--- src/rtl/j1_io_pkg.sv ---
// rtl/j1_io_pkg.sv - shared definitions for the j1 IO-bus UART peripheral
package j1_io_pkg;

    // Register offsets, selected by io_addr[2:1]
    localparam logic [1:0] REG_DATA   = 2'd0;
    localparam logic [1:0] REG_STATUS = 2'd1;
    localparam logic [1:0] REG_DIV    = 2'd2;

    // STATUS bit positions
    localparam int ST_TX_FULL   = 0;
    localparam int ST_TX_IDLE   = 1;
    localparam int ST_RX_VALID  = 2;
    localparam int ST_RX_OVERRUN = 3;
    localparam int ST_RX_FRAME  = 4;
    localparam int ST_TX_OVF    = 5;

    // Baud divisor after reset: 100 MHz / 115200
    localparam logic [15:0] DIV_RESET_DEFAULT = 16'd868;

    typedef enum logic [1:0] {
        TX_IDLE  = 2'd0,
        TX_START = 2'd1,
        TX_DATA  = 2'd2,
        TX_STOP  = 2'd3
    } tx_state_e;

    typedef enum logic [1:0] {
        RX_IDLE  = 2'd0,
        RX_START = 2'd1,
        RX_DATA  = 2'd2,
        RX_STOP  = 2'd3
    } rx_state_e;

    // Divisors below 2 would make the half-bit RX sample point degenerate
    function automatic logic [15:0] div_clamp(input logic [15:0] d);
        return (d < 16'd2) ? 16'd2 : d;
    endfunction

endpackage

--- src/rtl/j1_io_fifo.sv ---
// rtl/j1_io_fifo.sv - 8-bit synchronous TX FIFO with push-when-full-and-popping acceptance
//  clk, rst_n        : clock, asynchronous active-low reset
//  push, push_data   : write request and byte
//  pop, pop_data     : read request; pop_data shows the head (valid when !empty)
//  full, empty       : occupancy flags
//  drop              : pulses when a push is refused (full and no simultaneous pop)
module j1_io_fifo #(
    parameter int AW = 3
) (
    input  logic       clk,
    input  logic       rst_n,
    input  logic       push,
    input  logic [7:0] push_data,
    input  logic       pop,
    output logic [7:0] pop_data,
    output logic       full,
    output logic       empty,
    output logic       drop
);

    logic [7:0]  mem [2**AW];
    logic [AW:0] wr_ptr;
    logic [AW:0] rd_ptr;
    logic        do_push;
    logic        do_pop;

    // Extra pointer MSB distinguishes full from empty when the indices match
    assign empty    = (wr_ptr == rd_ptr);
    assign full     = (wr_ptr[AW] != rd_ptr[AW]) && (wr_ptr[AW-1:0] == rd_ptr[AW-1:0]);
    assign do_pop   = pop && !empty;
    // A pop in the same cycle frees the slot, so a push to a full FIFO still lands
    assign do_push  = push && (!full || do_pop);
    assign drop     = push && !do_push;
    assign pop_data = mem[rd_ptr[AW-1:0]];

    always_ff @(posedge clk) begin
        if (do_push) begin
            mem[wr_ptr[AW-1:0]] <= push_data;
        end
    end

    always_ff @(posedge clk or negedge rst_n) begin
        if (!rst_n) begin
            wr_ptr <= '0;
            rd_ptr <= '0;
        end else begin
            if (do_push) wr_ptr <= wr_ptr + 1'b1;
            if (do_pop)  rd_ptr <= rd_ptr + 1'b1;
        end
    end

endmodule

--- src/rtl/j1_io_uart.sv ---
// rtl/j1_io_uart.sv - memory-mapped UART responder on the j1 CPU IO bus
//  sys_clk_i, sys_rst_i : clock, asynchronous active-low reset
//  io_rd, io_wr         : single-cycle CPU strobes
//  io_addr, io_dout     : CPU byte address and write data
//  io_din               : read data, zero when this block is not addressed (OR-combinable)
//  uart_rx_i, uart_tx_o : serial line in (asynchronous) and out (idle high)
module j1_io_uart
    import j1_io_pkg::*;
#(
    parameter logic [15:0] BASE_ADDR = 16'h4000,
    parameter int          FIFO_AW   = 3,
    parameter logic [15:0] DIV_RESET = DIV_RESET_DEFAULT
) (
    input  logic        sys_clk_i,
    input  logic        sys_rst_i,
    input  logic        io_rd,
    input  logic        io_wr,
    input  logic [15:0] io_addr,
    input  logic [15:0] io_dout,
    output logic [15:0] io_din,
    input  logic        uart_rx_i,
    output logic        uart_tx_o
);

    // ---------------- register decode ----------------
    logic       sel;
    logic [1:0] off;
    logic       addr_unused;
    logic       wr_data, wr_div, rd_data, rd_status;

    assign sel         = (io_addr[15:3] == BASE_ADDR[15:3]);
    assign off         = io_addr[2:1];
    assign addr_unused = io_addr[0];
    assign wr_data     = sel && io_wr && (off == REG_DATA);
    assign wr_div      = sel && io_wr && (off == REG_DIV);
    assign rd_data     = sel && io_rd && (off == REG_DATA);
    assign rd_status   = sel && io_rd && (off == REG_STATUS);

    logic [15:0] div_q;
    logic [15:0] div_eff;
    assign div_eff = div_clamp(div_q);

    // ---------------- TX FIFO ----------------
    logic [7:0] fifo_dout;
    logic       fifo_full, fifo_empty, fifo_drop, tx_pop;

    j1_io_fifo #(.AW(FIFO_AW)) u_fifo (
        .clk       (sys_clk_i),
        .rst_n     (sys_rst_i),
        .push      (wr_data),
        .push_data (io_dout[7:0]),
        .pop       (tx_pop),
        .pop_data  (fifo_dout),
        .full      (fifo_full),
        .empty     (fifo_empty),
        .drop      (fifo_drop)
    );

    // ---------------- TX FSM ----------------
    tx_state_e   tx_state;
    logic [15:0] tx_cnt;
    logic [2:0]  tx_bit;
    logic [7:0]  tx_sh;
    logic        tx_idle;

    // STOP chains straight into START when another byte waits, so frames abut
    assign tx_pop  = !fifo_empty &&
                     ((tx_state == TX_IDLE) || (tx_state == TX_STOP && tx_cnt == 16'd0));
    assign tx_idle = fifo_empty && (tx_state == TX_IDLE);

    always_ff @(posedge sys_clk_i or negedge sys_rst_i) begin
        if (!sys_rst_i) begin
            tx_state  <= TX_IDLE;
            tx_cnt    <= '0;
            tx_bit    <= '0;
            tx_sh     <= '0;
            uart_tx_o <= 1'b1;
        end else begin
            case (tx_state)
                TX_IDLE: begin
                    if (!fifo_empty) begin
                        tx_state  <= TX_START;
                        tx_sh     <= fifo_dout;
                        tx_cnt    <= div_eff - 16'd1;
                        uart_tx_o <= 1'b0;
                    end
                end
                TX_START: begin
                    if (tx_cnt == 16'd0) begin
                        tx_state  <= TX_DATA;
                        tx_cnt    <= div_eff - 16'd1;
                        tx_bit    <= 3'd7;
                        uart_tx_o <= tx_sh[0];
                    end else begin
                        tx_cnt <= tx_cnt - 16'd1;
                    end
                end
                TX_DATA: begin
                    if (tx_cnt == 16'd0) begin
                        tx_cnt <= div_eff - 16'd1;
                        if (tx_bit == 3'd0) begin
                            tx_state  <= TX_STOP;
                            uart_tx_o <= 1'b1;
                        end else begin
                            tx_bit    <= tx_bit - 3'd1;
                            tx_sh     <= {1'b0, tx_sh[7:1]};
                            uart_tx_o <= tx_sh[1];
                        end
                    end else begin
                        tx_cnt <= tx_cnt - 16'd1;
                    end
                end
                TX_STOP: begin
                    if (tx_cnt == 16'd0) begin
                        if (!fifo_empty) begin
                            tx_state  <= TX_START;
                            tx_sh     <= fifo_dout;
                            tx_cnt    <= div_eff - 16'd1;
                            uart_tx_o <= 1'b0;
                        end else begin
                            tx_state <= TX_IDLE;
                        end
                    end else begin
                        tx_cnt <= tx_cnt - 16'd1;
                    end
                end
                default: tx_state <= TX_IDLE;
            endcase
        end
    end

    // ---------------- RX synchroniser and FSM ----------------
    logic        rx_meta, rx_sync, rx_prev;
    rx_state_e   rx_state;
    logic [15:0] rx_cnt;
    logic [2:0]  rx_bit;
    logic [7:0]  rx_sh;
    logic        rx_done;

    assign rx_done = (rx_state == RX_STOP) && (rx_cnt == 16'd0);

    always_ff @(posedge sys_clk_i or negedge sys_rst_i) begin
        if (!sys_rst_i) begin
            rx_meta  <= 1'b1;
            rx_sync  <= 1'b1;
            rx_prev  <= 1'b1;
            rx_state <= RX_IDLE;
            rx_cnt   <= '0;
            rx_bit   <= '0;
            rx_sh    <= '0;
        end else begin
            rx_meta <= uart_rx_i;
            rx_sync <= rx_meta;
            rx_prev <= rx_sync;
            case (rx_state)
                RX_IDLE: begin
                    if (rx_prev && !rx_sync) begin
                        rx_state <= RX_START;
                        // Land subsequent samples in the middle of each bit
                        rx_cnt   <= (div_eff >> 1) - 16'd1;
                    end
                end
                RX_START: begin
                    if (rx_cnt == 16'd0) begin
                        if (rx_sync) begin
                            rx_state <= RX_IDLE;
                        end else begin
                            rx_state <= RX_DATA;
                            rx_cnt   <= div_eff - 16'd1;
                            rx_bit   <= 3'd7;
                        end
                    end else begin
                        rx_cnt <= rx_cnt - 16'd1;
                    end
                end
                RX_DATA: begin
                    if (rx_cnt == 16'd0) begin
                        rx_sh  <= {rx_sync, rx_sh[7:1]};
                        rx_cnt <= div_eff - 16'd1;
                        if (rx_bit == 3'd0) begin
                            rx_state <= RX_STOP;
                        end else begin
                            rx_bit <= rx_bit - 3'd1;
                        end
                    end else begin
                        rx_cnt <= rx_cnt - 16'd1;
                    end
                end
                RX_STOP: begin
                    if (rx_cnt == 16'd0) begin
                        rx_state <= RX_IDLE;
                    end else begin
                        rx_cnt <= rx_cnt - 16'd1;
                    end
                end
                default: rx_state <= RX_IDLE;
            endcase
        end
    end

    // ---------------- holding register, flags, divisor ----------------
    logic [7:0] rx_byte;
    logic       rx_valid, rx_overrun, rx_frame_err, tx_overflow;

    always_ff @(posedge sys_clk_i or negedge sys_rst_i) begin
        if (!sys_rst_i) begin
            rx_byte      <= '0;
            rx_valid     <= 1'b0;
            rx_overrun   <= 1'b0;
            rx_frame_err <= 1'b0;
            tx_overflow  <= 1'b0;
            div_q        <= DIV_RESET;
        end else begin
            if (wr_div) div_q <= io_dout;

            // Clears first so that an event in the same cycle still gets recorded
            if (rd_status) begin
                rx_overrun   <= 1'b0;
                rx_frame_err <= 1'b0;
                tx_overflow  <= 1'b0;
            end
            if (fifo_drop) tx_overflow <= 1'b1;

            if (rx_done) begin
                if (!rx_sync) rx_frame_err <= 1'b1;
                if (rx_valid && !rd_data) begin
                    rx_overrun <= 1'b1;
                end else begin
                    rx_byte  <= rx_sh;
                    rx_valid <= 1'b1;
                end
            end else if (rd_data) begin
                rx_valid <= 1'b0;
            end
        end
    end

    // ---------------- read mux ----------------
    logic [15:0] status;

    always_comb begin
        status                = '0;
        status[ST_TX_FULL]    = fifo_full;
        status[ST_TX_IDLE]    = tx_idle;
        status[ST_RX_VALID]   = rx_valid;
        status[ST_RX_OVERRUN] = rx_overrun;
        status[ST_RX_FRAME]   = rx_frame_err;
        status[ST_TX_OVF]     = tx_overflow;
    end

    always_comb begin
        io_din = '0;
        if (sel) begin
            case (off)
                REG_DATA:   io_din = {8'h00, rx_byte};
                REG_STATUS: io_din = status;
                REG_DIV:    io_din = div_q;
                default:    io_din = '0;
            endcase
        end
    end

endmodule

--- config.mk ---
export PLATFORM = sky130hd
export DESIGN_NAME = j1_io_uart
export DESIGN_NICKNAME = d
export VERILOG_FILES = /design/src/rtl/j1_io_pkg.sv /design/src/rtl/j1_io_fifo.sv /design/src/rtl/j1_io_uart.sv
export SDC_FILE = /design/constraint.sdc
export NUM_CORES = 1
export LEC_CHECK = 0
export ABC_AREA = 0
export BUFFER_PORTS_ARGS = -buffer_cell sky130_fd_sc_hd__buf_4
export CORE_UTILIZATION = 56
export CTS_BUF_LIST = sky130_fd_sc_hd__clkbuf_16
export CTS_CLUSTER_SIZE = 16
export DETAILED_ROUTE_END_ITERATION = 10
export PLACE_DENSITY = 0.88
export SLEW_MARGIN = 20
export SYNTH_ARGS = -nofsm -noshare
export SYNTH_HDL_FRONTEND = slang
export SYNTH_SLANG_ARGS = --single-unit
export TNS_END_PERCENT = 30
--- constraint.sdc ---
create_clock -name sys_clk_i -period 3.2 [get_ports sys_clk_i]
set_input_delay 0.8 -clock sys_clk_i [delete_from_list [all_inputs] [get_ports sys_clk_i]]
set_output_delay 0.8 -clock sys_clk_i [all_outputs]
set_load 0.005 [all_outputs]
==> metrics.md <==
| Metric | Value |
|---|---|
| Fin nets | `979` |
| Drt first pass iters | `5` |
| VDD IR max | `0.453 mV` |
| Leakage Power | `4.37 nW` |
| Io pins | `54` |
| Fmax | `320 MHz` |
| Area after DPL | `0.00996 mm^2` |
| Top FF cell, synth | `dfrtp_1` |
| Initial Utilization | `57.2%` |
| WL per Instance | `20.7 um` |
| RSZ-0062 raised after global routing | `no` |
| Diode count | `0` |
| CTS clk-pin slew, worst paths | `70 ps` |
| CTS tree | `built` |
| CTS HTree Levels | `4` |
| Detailed placement HPWL | `16100 um` |
| Fin crit share | `97.6%` |
| Syn avg cell area | `10.8 um^2` |
| Syn Nets | `900` |
| Post-synthesis sequential area ratio | `48.4%` |
| IO Port Bufs | `52` |
| Remaining antenna violation count | `0` |
| Worst Hold Class | `input port to asynchronous set/reset pin` |
| Setup bufs post-CTS | `0` |
| Die Y | `129 um` |
| Clock Latency Late Sink | `440 ps` |
| Max Cap Viol | `0` |
| Ys Warns | `0` |
| Rows | `46` |
| Total wire length | `23900 um` |
| Initial antenna violation count | `0` |
| Hold_ws | `305 ps` |
| Final setup fails | `0` |
| Vias in the first global route | `7192` |
| Largest net degree at the start of global routing | `66` |
| Clk buf depth | `2` |
| CTS Buf Count | `17` |
| Final Instance Area | `0.0105 mm^2` |
| Synth cell types | `73` |
| Tot GR Track Use | `30.1%` |
| RD Place Congestion | `0.961` |
| First-pass GRT wire length | `37800 um` |
| CTS sink count | `162` |
| DR DRC count | `0` |
| Layout area overhead | `16.3%` |
| Seq cells post-synth | `162` |
| Max Slew Vio Count | `0` |
| Die area | `0.0167 mm^2` |
| Worst Skew | `13.3 ps` |
| PostCTS Resize Cnt | `0` |
| Slew margin rel. | `41.8%` |
| Min Tclk post-route | `3120 ps` |
| Outcome | `finished clean` |
| Worst EP required | `3530 ps` |
| Least-Margin Pin Slew | `873 ps` |
| Hold-fix buffers at CTS | `0` |
| CP arrival | `3450 ps` |
| PwrDens | `817 mW/mm^2` |
| Critical Path Source Type | `register` |
| DR vias/cell | `6.56` |
| Crit-path max FO | `5` |
| Die X | `129 um` |
| Post-Synthesis Cells | `842` |
| Post-Syn Area | `0.00906 mm^2` |
| EDFF count, synth | `64` |
| CTS root buffer | `clkbuf_16` |
| Number of fillers in the final layout | `1064` |
| Gr ovfl total | `0` |
| Critical Path Sink Type | `register` |
| DRT iter0 DRCs | `969` |
| Final hold violation count | `0` |
| DR vias | `7542` |
| Setup Crit Path Kind | `register to register` |
| Fraction of layout instances using a drive strength above 1 | `24.7%` |
| Placeable Area | `0.0158 mm^2` |
| Async set-reset flop share out of synthesis | `60.5%` |
==> Yosys cell counts (all sizes together) (14+ instances only) <==
| cell type | number | area, um^2 |
|---|---|---|
| dfrtp | 89 | 2230 |
| nor2 | 78 | 295 |
| nand2 | 65 | 249 |
| edfxtp | 64 | 1920 |
| o21ai | 48 | 244 |
| a21oi | 45 | 229 |
| mux2 | 44 | 495 |
| clkbuf | 32 | 121 |
| inv | 27 | 101 |
| nor3 | 26 | 156 |
| xor2 | 23 | 201 |
| ha | 21 | 263 |
| mux2i | 21 | 210 |
| xnor2 | 20 | 175 |
| a31oi | 18 | 113 |
| nand3 | 18 | 90.1 |
| mux4 | 16 | 360 |
| and2 | 14 | 87.6 |
==> metrics by stage <==
stage / power, W / setup slack (ps) / utilization (%) / setup TNS [ps] / cells
after floorplan: 0.00552 / -44.1 / - / -1380 / 842
after global placement: 0.00635 / 61.7 / 62.9 / 0 / 1118
after detailed placement: 0.00653 / 19.5 / 62.9 / 0 / 1118
after CTS: 0.00852 / 45.3 / 66.5 / 0 / 1150
after global routing: 0.00908 / 27.7 / 66.5 / 0 / 1150
final: 0.00861 / 75.5 / 66.5 / 0 / 1150
==> routing by layer <==
metal  track usage (%)  share of wire, %  routed length, um
met5                 0                 0                  0
met4              14.6               4.3               1010
met3              6.28                10               2450
met2              47.6                47              11300
met1              39.8                38               9120
==> flip-flops by register name, summed over array words and instances (netlist names), 4 cells and up, named ones only <==
signal,flops
rx_byte,8
u_fifo.wr_ptr,4
rx_sh,8
div_q,16
u_fifo.mem,64
tx_sh,8
tx_cnt,16
rx_cnt,16
u_fifo.rd_ptr,4
==> kinds of logic after synthesis <==
group                    after synthesis  share of synthesized area (%)
AO/OA/AOI/OAI                        188                           13.4
XOR/XNOR                              43                           4.16
adder cells (fa/ha/maj)               21                           2.90
buffers and inverters                 71                           3.16
flip-flops                           162                           48.4
multiplexers                          81                           11.8
AND/OR/NAND/NOR                      276                           16.2
==> final timing paths <==
kind,startpoint,endpoint,slack [ps],depth (start not counted)
setup / recovery,div_q[11]$_DFFE_PN0P_,tx_cnt[10]$_DFF_PN0_,80,11
hold / removal,sys_rst_i,tx_bit[2]$_DFFE_PN0P_,300,1
setup reg to reg,div_q[11]$_DFFE_PN0P_,tx_cnt[10]$_DFF_PN0_,80,11
hold reg to reg,rx_meta$_DFF_PN1_,rx_sync$_DFF_PN1_,360,0
max in group asynchronous,sys_rst_i,rx_sync$_DFF_PN1_,2140,2
min in group sys_clk_i,rx_meta$_DFF_PN1_,rx_sync$_DFF_PN1_,360,0
==> layout by cell type, fill, tap and decap left out, types with 16 or more instances in the layout <==
cell type,instances
a21oi_1,44
a31oi_1,18
buf_4,102
clkbuf_16,17
dfrtp_1,88
edfxtp_1,64
ha_1,21
inv_1,28
mux2_2,44
mux2i_1,21
mux4_2,16
nand2_1,63
nand3_1,18
nor2_1,77
nor3_1,22
o21ai_0,47
xnor2_1,20
xor2_1,23
==> where the power goes <==
part / switching, W / internal [W] / leakage [nW] / total (W)
clock: 0.000940 / 0.00103 / 0.278 / 0.00197
combinational: 0.00228 / 0.00160 / 2.28 / 0.00389
sequential: 0.000293 / 0.00246 / 1.82 / 0.00275
total: 0.00351 / 0.00509 / 4.37 / 0.00861
==> worst max-delay path, cell delays in order (launching register included) <==
cell and delay [ps]:
dfrtp_1 400, nor4_2 500, buf_4 230, nand2_1 80, o21ai_0 250, ha_1 310, nand3_1 220, or3_1 380
xor2_1 130, buf_4 160, nand2_1 50, a221o_1 320
==> final cells by class <==
class	count	area, um^2	share of cell area (%)
clock buffers	17	425	4.04
multi-input cells	609	4400	41.8
inverters	27	101	0.962
clock inverters	15	140	1.33
repair buffers	104	806	7.65
well taps	216	270	2.57
flip-flops and latches	162	4390	41.6
No activity file was read; power rests on OpenSTA's default activity.
